File: config.mk
export PLATFORM = sky130hd
export DESIGN_NAME = serial_subtractor
export DESIGN_NICKNAME = d
export VERILOG_FILES = /design/src/rtl/arith_pkg.sv /design/src/rtl/full_subtractor.sv /design/src/rtl/serial_subtractor.sv
export SDC_FILE = /design/constraint.sdc
export NUM_CORES = 1
export LEC_CHECK = 0
export BUFFER_PORTS_ARGS = -buffer_cell sky130_fd_sc_hd__buf_2
export CAP_MARGIN = 20
export CORE_MARGIN = 1
export CORE_UTILIZATION = 41
export DETAILED_ROUTE_END_ITERATION = 8
export PLACE_DENSITY = 0.65
export RECOVER_POWER = 25
export SLEW_MARGIN = 15
export SYNTH_ARGS = -nofsm -noshare
export SYNTH_HDL_FRONTEND = slang
export SYNTH_SLANG_ARGS = --single-unit
File: constraint.sdc
create_clock -name clk -period 1 [get_ports clk]
set_input_delay 0.2 -clock clk [delete_from_list [all_inputs] [get_ports clk]]
set_output_delay 0.2 -clock clk [all_outputs]
set_load 0.02 [all_outputs]
File: src/rtl/arith_pkg.sv
// arith_pkg
//   Definitions shared by the bit-serial arithmetic blocks: the FSM state
//   encoding used by the serial controllers and the default operand width.
//   Optional feature macro used by importers: SERIAL_SUB_OVF_EN.
package arith_pkg;

  // Default operand/result width for the serial arithmetic blocks.
  localparam int unsigned DEFAULT_WIDTH = 8;

  // Controller states: wait for a launch, shift one bit per clock, present result.
  typedef enum logic [1:0] {
    IDLE  = 2'd0,
    SHIFT = 2'd1,
    DONE  = 2'd2
  } state_e;

endpackage

File: src/rtl/full_subtractor.sv
// full_subtractor
//   One-bit combinational full-subtractor cell: computes inA - inB - Bin.
//   Ports:
//     inA  in  1  minuend bit
//     inB  in  1  subtrahend bit
//     Bin  in  1  borrow in from the less significant bit
//     outD out 1  difference bit
//     Bout out 1  borrow out to the next more significant bit
module full_subtractor (
  input  logic inA,
  input  logic inB,
  input  logic Bin,
  output logic outD,
  output logic Bout
);

  assign outD = inA ^ inB ^ Bin;
  // Borrow when b exceeds a outright, or when they are equal and a borrow arrives.
  assign Bout = (~inA & inB) | (~(inA ^ inB) & Bin);

endmodule

File: src/rtl/serial_subtractor.sv
// serial_subtractor
//   Bit-serial two's-complement subtractor: outD = inA - inB, one bit per clock,
//   LSB first, through a single full_subtractor cell and a borrow register.
//   A start/busy/done handshake launches one operation and presents its result.
//   Optional feature: define SERIAL_SUB_OVF_EN to add the signed-overflow output outV.
//   Ports:
//     clk    in   1      rising-edge clock
//     rst    in   1      asynchronous active-high reset
//     start  in   1      launch request, sampled only in IDLE
//     inA    in   WIDTH  minuend, captured on the accepting edge
//     inB    in   WIDTH  subtrahend, captured on the accepting edge
//     busy   out  1      high while shifting
//     done   out  1      one-cycle result-valid pulse
//     outD   out  WIDTH  difference mod 2^WIDTH
//     Bout   out  1      final borrow (unsigned inA < inB)
//     outV   out  1      signed overflow (only with SERIAL_SUB_OVF_EN)
module serial_subtractor
  import arith_pkg::*;
#(
  parameter int WIDTH = DEFAULT_WIDTH
) (
  input  logic             clk,
  input  logic             rst,
  input  logic             start,
  input  logic [WIDTH-1:0] inA,
  input  logic [WIDTH-1:0] inB,
  output logic             busy,
  output logic             done,
  output logic [WIDTH-1:0] outD,
  output logic             Bout
`ifdef SERIAL_SUB_OVF_EN
  ,
  output logic             outV
`endif
);

  // One extra counter bit so the count can step past WIDTH-1 without wrapping.
  localparam int CW = $clog2(WIDTH) + 1;
  localparam logic [CW-1:0] LAST_BIT = CW'(WIDTH - 1);

  state_e           state_q;
  logic [WIDTH-1:0] a_q;
  logic [WIDTH-1:0] b_q;
  logic [WIDTH-1:0] res_q;
  logic             borrow_q;
  logic [CW-1:0]    cnt_q;
  logic             busy_q;
  logic             done_q;

  logic cell_d;
  logic cell_bout;

  full_subtractor u_cell (
    .inA  (a_q[0]),
    .inB  (b_q[0]),
    .Bin  (borrow_q),
    .outD (cell_d),
    .Bout (cell_bout)
  );

`ifdef SERIAL_SUB_OVF_EN
  logic ovf_q;
`endif

  always_ff @(posedge clk or posedge rst) begin
    if (rst) begin
      state_q  <= IDLE;
      a_q      <= '0;
      b_q      <= '0;
      res_q    <= '0;
      borrow_q <= 1'b0;
      cnt_q    <= '0;
      busy_q   <= 1'b0;
      done_q   <= 1'b0;
`ifdef SERIAL_SUB_OVF_EN
      ovf_q    <= 1'b0;
`endif
    end else begin
      case (state_q)
        IDLE: begin
          done_q <= 1'b0;
          if (start) begin
            // The result register is left alone here so the previous result
            // stays visible until shifting starts overwriting it.
            a_q      <= inA;
            b_q      <= inB;
            borrow_q <= 1'b0;
            cnt_q    <= '0;
            busy_q   <= 1'b1;
            state_q  <= SHIFT;
          end
        end

        SHIFT: begin
          res_q    <= {cell_d, res_q[WIDTH-1:1]};
          borrow_q <= cell_bout;
          a_q      <= a_q >> 1;
          b_q      <= b_q >> 1;
          cnt_q    <= cnt_q + 1'b1;
          if (cnt_q == LAST_BIT) begin
`ifdef SERIAL_SUB_OVF_EN
            // Overflow is only possible when the operand signs differ and the
            // result sign disagrees with the minuend sign.
            ovf_q <= (a_q[0] ^ b_q[0]) & (a_q[0] ^ cell_d);
`endif
            busy_q  <= 1'b0;
            done_q  <= 1'b1;
            state_q <= DONE;
          end
        end

        DONE: begin
          done_q  <= 1'b0;
          state_q <= IDLE;
        end

        default: begin
          busy_q  <= 1'b0;
          done_q  <= 1'b0;
          state_q <= IDLE;
        end
      endcase
    end
  end

  assign busy = busy_q;
  assign done = done_q;
  assign outD = res_q;
  assign Bout = borrow_q;
`ifdef SERIAL_SUB_OVF_EN
  assign outV = ovf_q;
`endif

endmodule

* After elaboration in Yosys (flattened, before gate mapping)
Cells that the tools add are included.
** Word-level totals
- Register bits after elaboration :: 33
- Word-level logic and storage cells :: 43
- Input port bits :: 19
- Output and inout port bits :: 11
** Operators by class
- Add/subtract/negate cells :: 1
- Bitwise logic cells :: 8
- Eq/ne operators :: 5
- Mux-type cells :: 16
- Reductions and logical operators :: 5
** Operators by type and width (count)
- 8-bit one-hot mux with 2 select lines :: 2
- 8-bit two-way mux :: 2
- 4-bit one-hot mux with 2 select lines :: 1
- 1-bit two-way mux :: 5
- 4-bit by 1-bit adder with 4-bit output (second input constant) :: 1
- 4-bit by 3-bit equality test with 1-bit output (second input constant) :: 1
- 2-bit two-way mux :: 2
- 4-bit two-way mux :: 1
- 2-bit != test (second input constant) :: 2
- 2-bit one-hot mux with 2 select lines :: 1
- 2-bit AND reduction :: 2
- 1-bit NOT :: 3
- 1-bit one-hot mux with 3 select lines :: 1
- 3-bit AND reduction :: 1
- 1-bit bitwise AND :: 2
- 2-bit by 1-bit equality test with 1-bit output (second input constant) :: 1
- 2-bit equality test (second input constant) :: 1
- 2-bit logical NOT :: 1
- 1-bit one-hot mux with 2 select lines :: 1
- 2-bit nonzero test :: 1
- 1-bit XOR :: 2
- 1-bit OR :: 1

* Longest topological paths before layout
Gate-level depths: netlist of the first run.
- Word-level depth :: 5
- Gate-level depth with buffers :: 5
- Gate-level depth less buffers :: 4

* By module
Synthesis of the first run repeated with hierarchy kept, for this count alone.
** Second synthesis, totals
- Cells, all modules :: 142
- Area, all modules :: 1418.9 µm²
** Modules (own cells, without submodules)
- serial_subtractor :: cells each 138, instances 1, seq. area each 825.8 µm², area an instance 1387.6 µm²
- full_subtractor :: cells each 4, instances 1, seq. area each 0.0 µm², area an instance 31.3 µm²

* Worst setup path before layout of the first run
OpenSTA, ideal clock, no wires.
- Kind :: register to register
- Start :: register cnt_q[0]
- End :: register cnt_q[2]
- Data arrival time :: 1.031 ns
- Library setup time :: 0.121 ns
- Setup slack :: -0.152 ns
- Required time :: 0.879 ns
- Period minus slack after synthesis :: 1.152 ns
- Cell stages (with the launch flop) :: 4
- Path buffers :: 0
- Cells stage by stage :: dfrtp_1 > ha_1 > mux2_2 > a22o_1
** On the way
- Longest elaborated chain between the ends :: 2
** RTL lines
- start, declared :: RTL line serial_subtractor.sv:46 : logic [CW-1:0] cnt_q;
- start signal, assigned :: RTL line serial_subtractor.sv:99 : cnt_q <= cnt_q + 1'b1;
- 4-bit by 1-bit adder with 4-bit output :: RTL line serial_subtractor.sv:99
- 4-bit one-hot mux with 2 select lines :: RTL line serial_subtractor.sv:79 : case (state_q)
No other way between the ends.
A chain may end at the register's enable or synchronous reset.

* Worst setup path in the final report of the first run
- Start :: register borrow_q (netlist: Bout)
- End :: register res_q[7] (netlist: outD[7])
** On the way
- Longest elaborated chain between the ends :: 1
** RTL lines
- start, declared :: RTL line serial_subtractor.sv:45 : logic borrow_q;
- start signal, assigned :: RTL line serial_subtractor.sv:96 : borrow_q <= cell_bout;
- 1-bit XOR :: RTL line full_subtractor.sv:17 : assign outD = inA ^ inB ^ Bin;
- end signal, assigned :: RTL line serial_subtractor.sv:95 : res_q <= {cell_d, res_q[WIDTH-1:1]};
- end, declared :: RTL line serial_subtractor.sv:44 : logic [WIDTH-1:0] res_q;
No other way between the ends.

==> reports/results.txt, run 1 <==
WP data required = 1.22 ns
GRT met2 Usage = 0.339
Pre-antenna DRT Iters = 4
Syn_area_per_cell = 10.3 sq um
Number of global-route vias before repair = 1219
DR iter-0 viols = 54
Cell count after synthesis = 139
Tot Pwr = 0.00714 W
Post-synth EDFFs = 0
Core Region = 3340 sq um
Comb pwr share = 0.560
Post-Synth XOR/XNOR Area = 0
Critical Path End Type = flop
Kind of critical path = reg2reg
Final wirelength = 3.27 mm
GRT overflow = 0
Slew @ Worst Pin = 0.450 ns
Failing checks = setup timing
Antenna Diode Count = 0
Total negative setup slack = -4.82 ns
Max-cap viol count = 0
Seq/Total Area, Yosys = 0.574
Routed vias/inst = 5.02
Post-synthesis mux area share = 0.00783
# rows = 21
Multi-input gate area = 674 sq um
Total net switching power = 0.00265 W
M3 GR Usage = 0.0441
GRT Max-Usage Layer = met2
Unique cell type count in the Yosys netlist = 26
Layout cells sized above 1 = 0.510
Slew margin rel. = 0.700
Largest family of logic cells by synthesized area = compound AO/OA/AOI/OAI gates
CP arrival = 1.44 ns
First-pass GRT wire length = 5.28 mm
Worst skew pair latency = 0.34 ns
Ys flop type = dfrtp_1
Layout fillers = 266
CTS tree = built
Die W = 61.2 um
Final hold violation count = 0
Status = finished with violations
Synth Area in Compound Gates = 0.187
Slew Viols, Final = 0
Die Area = 3750 sq um
CTS buffer count = 5
RSZ-0062 raised after global routing = yes
PwrDens = 3250 nW/um^2
Dpl hpwl = 2.07 mm
HP Class = in2reg
Buffers on Ports = 29
Post-Synth Adder-Cell Area = 0.0226
Startpoint types = flop
CTS root buf = clkbuf_4
Detail Route Antenna Nets = 0
Clk slew on worst S/H paths = 0.10 ns
Die height = 61.2 um
Worst Hold Depth = 2
Commonest cells after routing, fill and taps aside = nand2_1 (36), dfrtp_1 (31), buf_4 (28)
Switching part of the total = 0.371
Crit Path Max Fanout = 2
Final #Nets = 226
Residual DRC = 0
Post-synthesis simple-gate area fraction = 0.155
Worst vdd ir = 0.00138 V
Synthesized cell area = 1440 sq um
Int Pwr = 0.00449 W
Total GRT Usage = 0.195
CTS sink count = 33
I/O Pins = 30
Clock buffer depth = 2
Syn Nets = 160
Worst clock skew = 0.0103 ns
Synth Warn # = 0
Final Cycle Share = 1.22
Fin crit period = 1.22 ns
Layout area overhead = 53.0%
Avg WL per Cell = 13.0 um
Ys async rst share = 1.00
Largest net degree at the start of global routing = 34
Initial Util = 0.431
Finish-stage setup viols = 43
Final GP Congestion = 0.733
Static Leak = 1.06 nW
Via count = 1266
Final Worst Setup Slack = -0.216 ns
H-tree levels = 2
Met1 Use GR = 0.227
Antenna violations before repair = 0
Seq pwr share = 0.331
Register bit total from synthesis = 33
Worst Reg-to-Reg Cells = 3
Fmax = 822 MHz
Leading cell type in the layout, fill and taps excluded = nand2_1
Clock share of power = 0.110
Sequential cell area = 828 sq um
==> critical path, stage by stage (launching register included) <==
cell and delay, ns:
dfrtp_2 0.43, buf_6 0.12, fa_2 0.50, o21ai_1 0.06
==> layer usage <==
layer / part of all wire / wire (um)
met5: 0 / 0
met4: 0.019 / 63
met3: 0.035 / 114
met2: 0.51 / 1660
met1: 0.44 / 1430
==> final timing paths <==
kind | startpoint | to | slack (ns)
setup / recovery | Bout$_DFFE_PP0P_ | outD[7]$_DFFE_PP0P_ | -0.22
hold / removal | inB[7] | b_q[7]$_DFFE_PP0P_ | 0.1
setup reg to reg | Bout$_DFFE_PP0P_ | outD[7]$_DFFE_PP0P_ | -0.22
hold reg to reg | a_q[5]$_DFFE_PP0P_ | a_q[5]$_DFFE_PP0P_ | 0.52
max in group asynchronous | rst | Bout$_DFFE_PP0P_ | 0.13
min in group asynchronous | rst | b_q[7]$_DFFE_PP0P_ | 0.52
==> stage by stage <==
step	util	setup WS (ns)	cells	hold WS [ns]	instance area (sq um)
3_5_place_dp	0.546	-0.235	224	0.257	1820
2_1_floorplan	-	-0.144	139	0.329	1520
6_report	0.659	-0.216	252	0.0966	2200
5_1_grt	0.659	-0.277	252	0.0857	2200
3_3_place_gp	0.546	-0.174	224	0.250	1820
4_1_cts	0.641	-0.197	245	0.0822	2140
==> registers in the layout, indices dropped and copies added (netlist names) <==
signal	cells
outD	8
b_q	8
Bout	1
cnt_q	4
state_q	2
done	1
busy	1
a_q	8
==> power by group through the flow <==
stage	sequential (W)	clock (W)	combinational, W
2_1_floorplan	0.00256	0	0.00179
3_3_place_gp	0.00232	0	0.00280
3_5_place_dp	0.00236	0	0.00290
4_1_cts	0.00234	0.000811	0.00377
5_1_grt	0.00244	0.000877	0.00440
6_report	0.00236	0.000784	0.00399
==> final cells by class <==
cell class / count / area share
Clock buffer: 8 / 0.0267
Inverter: 3 / 0.00512
Multi-Input combinational cell: 94 / 0.307
Sequential cell: 33 / 0.377
Tap cell: 46 / 0.0262
Timing Repair Buffer: 68 / 0.259
==> logic make-up (layout without fill, tap and decap cells) <==
group                      Yosys count  in the layout
AOI/OAI and AO/OA                   41             41
adders and majority gates            2              2
buffers and inverters               12             79
DFF                                 33             33
muxes                                1              1
and+or+nand+nor                     50             50
==> timing repair <==
item,CTS,global route
endpoints found under the setup margin,44,44
hold buffers,1,0
pin swaps,11,8
endpoints found under the hold margin,33,0
setup buffers,12,7
gates resized for setup,42,6
==> cell usage after synthesis (2+ instances only) <==
cell / instances / area, sq um
o21ai_0: 2 / 10.0
a22oi_1: 14 / 105
dfrtp_1: 33 / 826
buf_2: 4 / 20.0
and3b_1: 2 / 17.5
a21oi_1: 3 / 15.0
nor2_1: 4 / 15.0
inv_1: 3 / 11.3
o21ai_1: 14 / 70.1
a22o_1: 5 / 43.8
buf_6: 3 / 33.8
nand2_1: 37 / 139
nor2b_1: 2 / 12.5
Power figures use the tool's default switching activity.
==> run 2, diff against run 1 <==
PLACE_DENSITY = 0.63   (was 0.65)
clock period = 1.2 ns   (was 1 ns; I/O delays follow)
==> run 2 against run 1 <==
- the run now ends clean
- utilization down 8.7 points
- design area down 13%
- clock power down 9.8%
- critical path depth up 2
- flip-flop and latch count unchanged
- wire length down 3.4%
- largest power group unchanged
==> reports/results.txt, run 2 (synthesis gave the netlist of run 1 again) <==
Status = complete, no violations
Core Region = 3340 sq um (unchanged)
Max stage delay cell, worst path = dfrtp_2
Critical Path Source = state_q[0]$_DFFE_PP0P_
CTS sink count = 33 (unchanged)
Die height = 61.2 um (unchanged)
Crit-path cells = buf_12 -> nor2b_4 -> buf_6 -> a22oi_2 -> o21ai_1
Total GRT Usage = 0.186 (-0.00895)
Kind of critical path = reg2reg
# rows = 21 (unchanged)
Worst R2R Start = state_q[0]$_DFFE_PP0P_
Dpl hpwl = 2.16 mm (+4.4%)
Largest stage delay, worst path = 0.46 ns (-0.04 ns)
Via count = 1218 (-3.8%)
Final hold violation count = 0 (unchanged)
Layout fillers = 308 (+16%)
H-tree levels = 2 (unchanged)
Initial Util = 0.431 (unchanged)
RSZ-0062 raised after global routing = yes
Clock buffer depth = 2 (unchanged)
Fin crit period = 1.18 ns (-0.0317 ns)
Startpoint types = flop
Critical Path End Type = flop
Final GP Congestion = 0.693 (-5.5%)
Detail Route Antenna Nets = 0 (unchanged)
Minimum hold slack = 0.133 ns (+0.0364 ns)
Slew margin rel. = 0.694 (-0.00619)
PwrDens = 2700 nW/um^2 (-17%)
Finish-stage setup viols = 0 (-100%)
Routed vias/inst = 5.18 (+3.2%)
Number of global-route vias before repair = 1079 (-11%)
Pre-antenna DRT Iters = 4 (unchanged)
Largest net degree at the start of global routing = 34 (unchanged)
Final Cycle Share = 0.987 (-0.229)
Clk slew on worst S/H paths = 0.10 ns (about the same)
CTS buffer count = 5 (unchanged)
Die W = 61.2 um (unchanged)
Fmax = 844 MHz (+2.7%)
Slew @ Worst Pin = 0.459 ns (+0.00928 ns)
Worst Hold Depth = 2 (unchanged)
Design area = 1910 sq um (-13%)
HP Class = in2reg
Placed Instance Area = 1690 sq um (-7.5%)
Hold Crit Start = inB[7]
Buffers on Ports = 29 (unchanged)
Layout cells sized above 1 = 0.397 (-0.113)
DR iter-0 viols = 42 (-22%)
Avg WL per Cell = 13.4 um (+3.6%)
Hold Path Sink = b_q[7]$_DFFE_PP0P_
Static Leak = 0.943 nW (-11%)
Worst clock skew = 0.00535 ns (-0.00492 ns)
Final #Nets = 209 (-7.5%)
Antenna violations before repair = 0 (unchanged)
Leading cell type in the layout, fill and taps excluded = nand2_1
Layout area overhead = 32.9%
First-pass GRT wire length = 4.93 mm (-6.5%)
Commonest cells after routing, fill and taps aside = nand2_1 (37), dfrtp_1 (32), buf_2 (29)
Worst Reg-to-Reg Cells = 5 (+2)
WP data required = 1.46 ns (+0.24 ns)
FF-to-FF End = a_q[3]$_DFFE_PP0P_
Die Area = 3750 sq um (unchanged)
Max-cap viol count = 0 (unchanged)
GRT overflow = 0 (unchanged)
CTS root buf = clkbuf_4
Slew Viols, Final = 0 (unchanged)
Worst skew pair latency = 0.33 ns (about the same)
I/O Pins = 30 (unchanged)
Register-to-register setup slack = 0.02 ns (+0.23 ns)
Final wirelength = 3.16 mm (-3.4%)
Residual DRC = 0 (unchanged)
Worst vdd ir = 0.00105 V (-24%)
CTS tree = built
CP arrival = 1.44 ns (about the same)
Crit Path Max Fanout = 8 (+6)
Antenna Diode Count = 0 (unchanged)
==> run 2: cell types whose count changed in the layout (fill, tap and decap cells not counted), moves of 3 or more <==
cell and delta:
buf_4 -15, buf_2 +11, buf_6 -11, a21oi_1 +3
==> run 2: repair_timing <==
| action | in CTS | in global routing |
|---|---|---|
| hold buffers | 1 | 0 |
| buffers inserted | 2 | 5 |
| endpoints found under the hold margin | 33 | 0 |
| setup endpoints to repair | 2 | 24 |
| cloned | 0 | 1 |
| pin swaps | 1 | 13 |
| gates resized for setup | 4 | 17 |
==> run 2: area by class of cell <==
class                   count  area (sq um)  area share
clock buffers               7          65.1      0.0341
inverters                   3          11.3     0.00589
repair buffers             51           348       0.182
multi-input cells          94           597       0.312
well taps                  46          57.6      0.0301
clock inverters             1          5.00     0.00262
flip-flops and latches     33           827       0.433
==> run 2: critical path, delay by kind of cell, from the launching register on <==
kind | cells | cell delay, ns
buffers and inverters | 2 | 0.31
AOI/OAI and AO/OA | 2 | 0.19
DFF | 1 | 0.46
and+or+nand+nor | 1 | 0.14
==> run 2: metrics by stage <==
stage	setup slack, ns	util	power, W	setup TNS (ns)	instances
6_report	0.0157	0.573	0.00516	0	235
5_1_grt	-0.0444	0.573	0.00553	-0.398	235
4_1_cts	-0.00942	0.537	0.00488	-0.00942	229
3_5_place_dp	-0.0778	0.505	0.00409	-0.0813	218
3_3_place_gp	0.0454	0.505	0.00396	0	218
2_1_floorplan	0.0477	-	0.00337	0	139
==> run 2: routing by layer <==
| layer | wire, um | up-vias | track usage |
|---|---|---|---|
| met1 | 1330 | 596 | 0.221 |
| met3 | 137 | 7 | 0.0567 |
| met5 | 0 | - | 0 |
| li1 | - | 578 | - |
| met4 | 57 | 0 | 0.0779 |
| met2 | 1630 | 37 | 0.315 |
==> run 2: report_power, final <==
part | switching (W) | internal (W)
Clock | 0.000368 | 0.000339
Combinational | 0.00130 | 0.00121
Sequential | 0.000354 | 0.00159
Total | 0.00202 | 0.00314
==> run 2: worst max-delay path by stage <==
stage                                      end  slack (ns)  depth (start not counted)
after floorplan           cnt_q[2]$_DFFE_PP0P_        0.05                          3
after global placement    cnt_q[3]$_DFFE_PP0P_        0.05                          4
after detailed placement  cnt_q[3]$_DFFE_PP0P_       -0.08                          4
after CTS                 cnt_q[3]$_DFFE_PP0P_      -0.009                          4
after global routing      cnt_q[3]$_DFFE_PP0P_       -0.04                          4
final                       a_q[3]$_DFFE_PP0P_        0.02                          5
==> run 3, diff against run 2 <==
BUFFER_PORTS_ARGS = -buffer_cell sky130_fd_sc_hd__buf_4   (was -buffer_cell sky130_fd_sc_hd__buf_2)
CORE_MARGIN = 5   (was 1)
==> run 3 against run 2 <==
- sequential power is 2% lower
- via count shrank 5.0%
- hold slack lost 0.0040 ns
- critical path depth decreased by 2
- clock-buffer cell count did not move
- wire length down 4.0%
- design area is 0.72% higher
- clock power down 11%
==> reports/results.txt, run 3 (synthesis gave the netlist of run 1 again) <==
Status = complete, no violations
CTS tree = built
Clk slew on worst S/H paths = 0.10 ns (about the same)
# rows = 21 (unchanged)
Final wirelength = 3.03 mm (-4.0%)
Total GRT Usage = 0.138 (-0.0480)
Layout fillers = 332 (+7.8%)
Slew Viols, Final = 0 (unchanged)
GRT overflow = 0 (unchanged)
Fmax = 846 MHz (+0.15%)
Fin crit period = 1.18 ns (-0.00176 ns)
Clock buffer depth = 2 (unchanged)
Die Area = 4790 sq um (+28%)
CTS root buf = clkbuf_4
WP data required = 1.43 ns (-0.03 ns)
Die W = 69.2 um (+13%)
Crit Path Max Fanout = 3 (-5)
Largest net degree at the start of global routing = 34 (unchanged)
Antenna Diode Count = 0 (unchanged)
RSZ-0062 raised after global routing = yes
I/O Pins = 30 (unchanged)
Worst skew pair latency = 0.33 ns (about the same)
DR iter-0 viols = 53 (+26%)
Finish-stage setup viols = 0 (unchanged)
CP arrival = 1.41 ns (-0.03 ns)
Minimum hold slack = 0.129 ns (-0.00396 ns)
H-tree levels = 2 (unchanged)
PwrDens = 2610 nW/um^2 (-3.4%)
Layout area overhead = 33.9%
Detail Route Antenna Nets = 0 (unchanged)
GRT Max-Usage Layer = met2
Number of global-route vias before repair = 1164 (+7.9%)
Final Cycle Share = 0.985 (-0.00147)
Critical Path End Type = flop
Final GP Congestion = 0.760 (+9.8%)
Antenna violations before repair = 0 (unchanged)
Layout cells sized above 1 = 0.349 (-0.0476)
Worst vdd ir = 0.00103 V (-2.1%)
Static Leak = 0.942 nW (-0.12%)
Final #Nets = 210 (+0.48%)
CTS sink count = 33 (unchanged)
Via count = 1157 (-5.0%)
Max-cap viol count = 0 (unchanged)
HP Class = in2reg
Register-to-register setup slack = 0.02 ns (about the same)
Pre-antenna DRT Iters = 4 (unchanged)
Sequential cell area = 826 sq um (-0.15%)
Routed vias/inst = 4.92 (-5.0%)
Met1 Use GR = 0.166 (-0.0548)
Core Region = 3360 sq um (+0.79%)
Commonest cells after routing, fill and taps aside = buf_4 (43), nand2_1 (37), dfrtp_1 (33)
Total negative setup slack = 0 ns (unchanged)
Worst clock skew = 0.00642 ns (+0.00106 ns)
Slew margin rel. = 0.702 (+0.00826)
Final hold violation count = 0 (unchanged)
GRT met2 Usage = 0.230 (-0.0853)
Dpl hpwl = 2.12 mm (-1.7%)
Leading cell type in the layout, fill and taps excluded = buf_4
CTS buffer count = 5 (unchanged)
Slew @ Worst Pin = 0.447 ns (-0.0124 ns)
Residual DRC = 0 (unchanged)
Initial Util = 0.427 (-0.00337)
First-pass GRT wire length = 5.33 mm (+8.1%)
Startpoint types = flop
Multi-input gate area = 566 sq um (-5.2%)
Critical Path Source = cnt_q[1]$_DFFE_PP0P_
Die height = 69.2 um (+13%)
Avg WL per Cell = 12.9 um (-4.0%)
Buffers on Ports = 29 (unchanged)
Worst R2R Start = cnt_q[1]$_DFFE_PP0P_
Final Core Density = 0.572 (about the same)
Hold Crit Start = inB[7]
M3 GR Usage = 0.0464 (-0.0103)
Kind of critical path = reg2reg
run 3: cell count changes in the layout (fill, tap and decap cells not counted), moves of 2 or more:
cell     previous run  this run
a22oi_1             3        11
a22oi_2            11         3
buf_4              13        43
buf_2              29         1
o21ai_1            13        15
run 3: final cells by class:
class                           instances  area share
Clock buffer                            7      0.0286
Inverter                                3     0.00585
Multi-Input combinational cell         94       0.294
Sequential cell                        33       0.429
Tap cell                               46      0.0299
Timing Repair Buffer                   52       0.213
run 3: worst paths after layout:
path	cells after the start	endpoint
hold reg to reg	2	b_q[2]$_DFFE_PP0P_
setup reg to reg	3	cnt_q[2]$_DFFE_PP0P_
hold / removal	2	b_q[7]$_DFFE_PP0P_
setup / recovery	3	cnt_q[2]$_DFFE_PP0P_
max in group asynchronous	4	outD[4]$_DFFE_PP0P_
min in group asynchronous	4	outD[5]$_DFFE_PP0P_
run 3: where the power goes:
part	total (W)	switching, W	internal, W
Clock	0.000626	0.000350	0.000276
Sequential	0.00191	0.000317	0.00159
Combinational	0.00248	0.00124	0.00124
run 3: what timing repair did:
item	in CTS	in global routing
setup buffers	5	4
cloned	0	1
endpoints found under the setup margin	17	20
pin swaps	0	5
resized for setup	4	9
endpoints found under the hold margin	22	0
hold buffers	1	0
run 3: per-layer routing:
layer | wire, um | vias to the layer above
li1 | - | 576
met2 | 1480 | 30
met4 | 48 | 0
met1 | 1320 | 544
met3 | 182 | 7
met5 | 0 | -
run 3: metrics by stage:
step,std cells,area [sq um],power (W),setup WS (ns)
2_1_floorplan,139,1440,0.00337,0.0477
4_1_cts,230,1860,0.00490,0.00396
3_3_place_gp,217,1740,0.00398,-0.0461
6_report,235,1920,0.00502,0.0175
5_1_grt,235,1920,0.00542,-0.0360
3_5_place_dp,217,1740,0.00409,-0.0954
run 3: critical path, stage by stage (launching register included):
cell     delay [ns]
dfrtp_1        0.38
ha_2           0.20
mux2_2         0.33
a22o_1         0.17
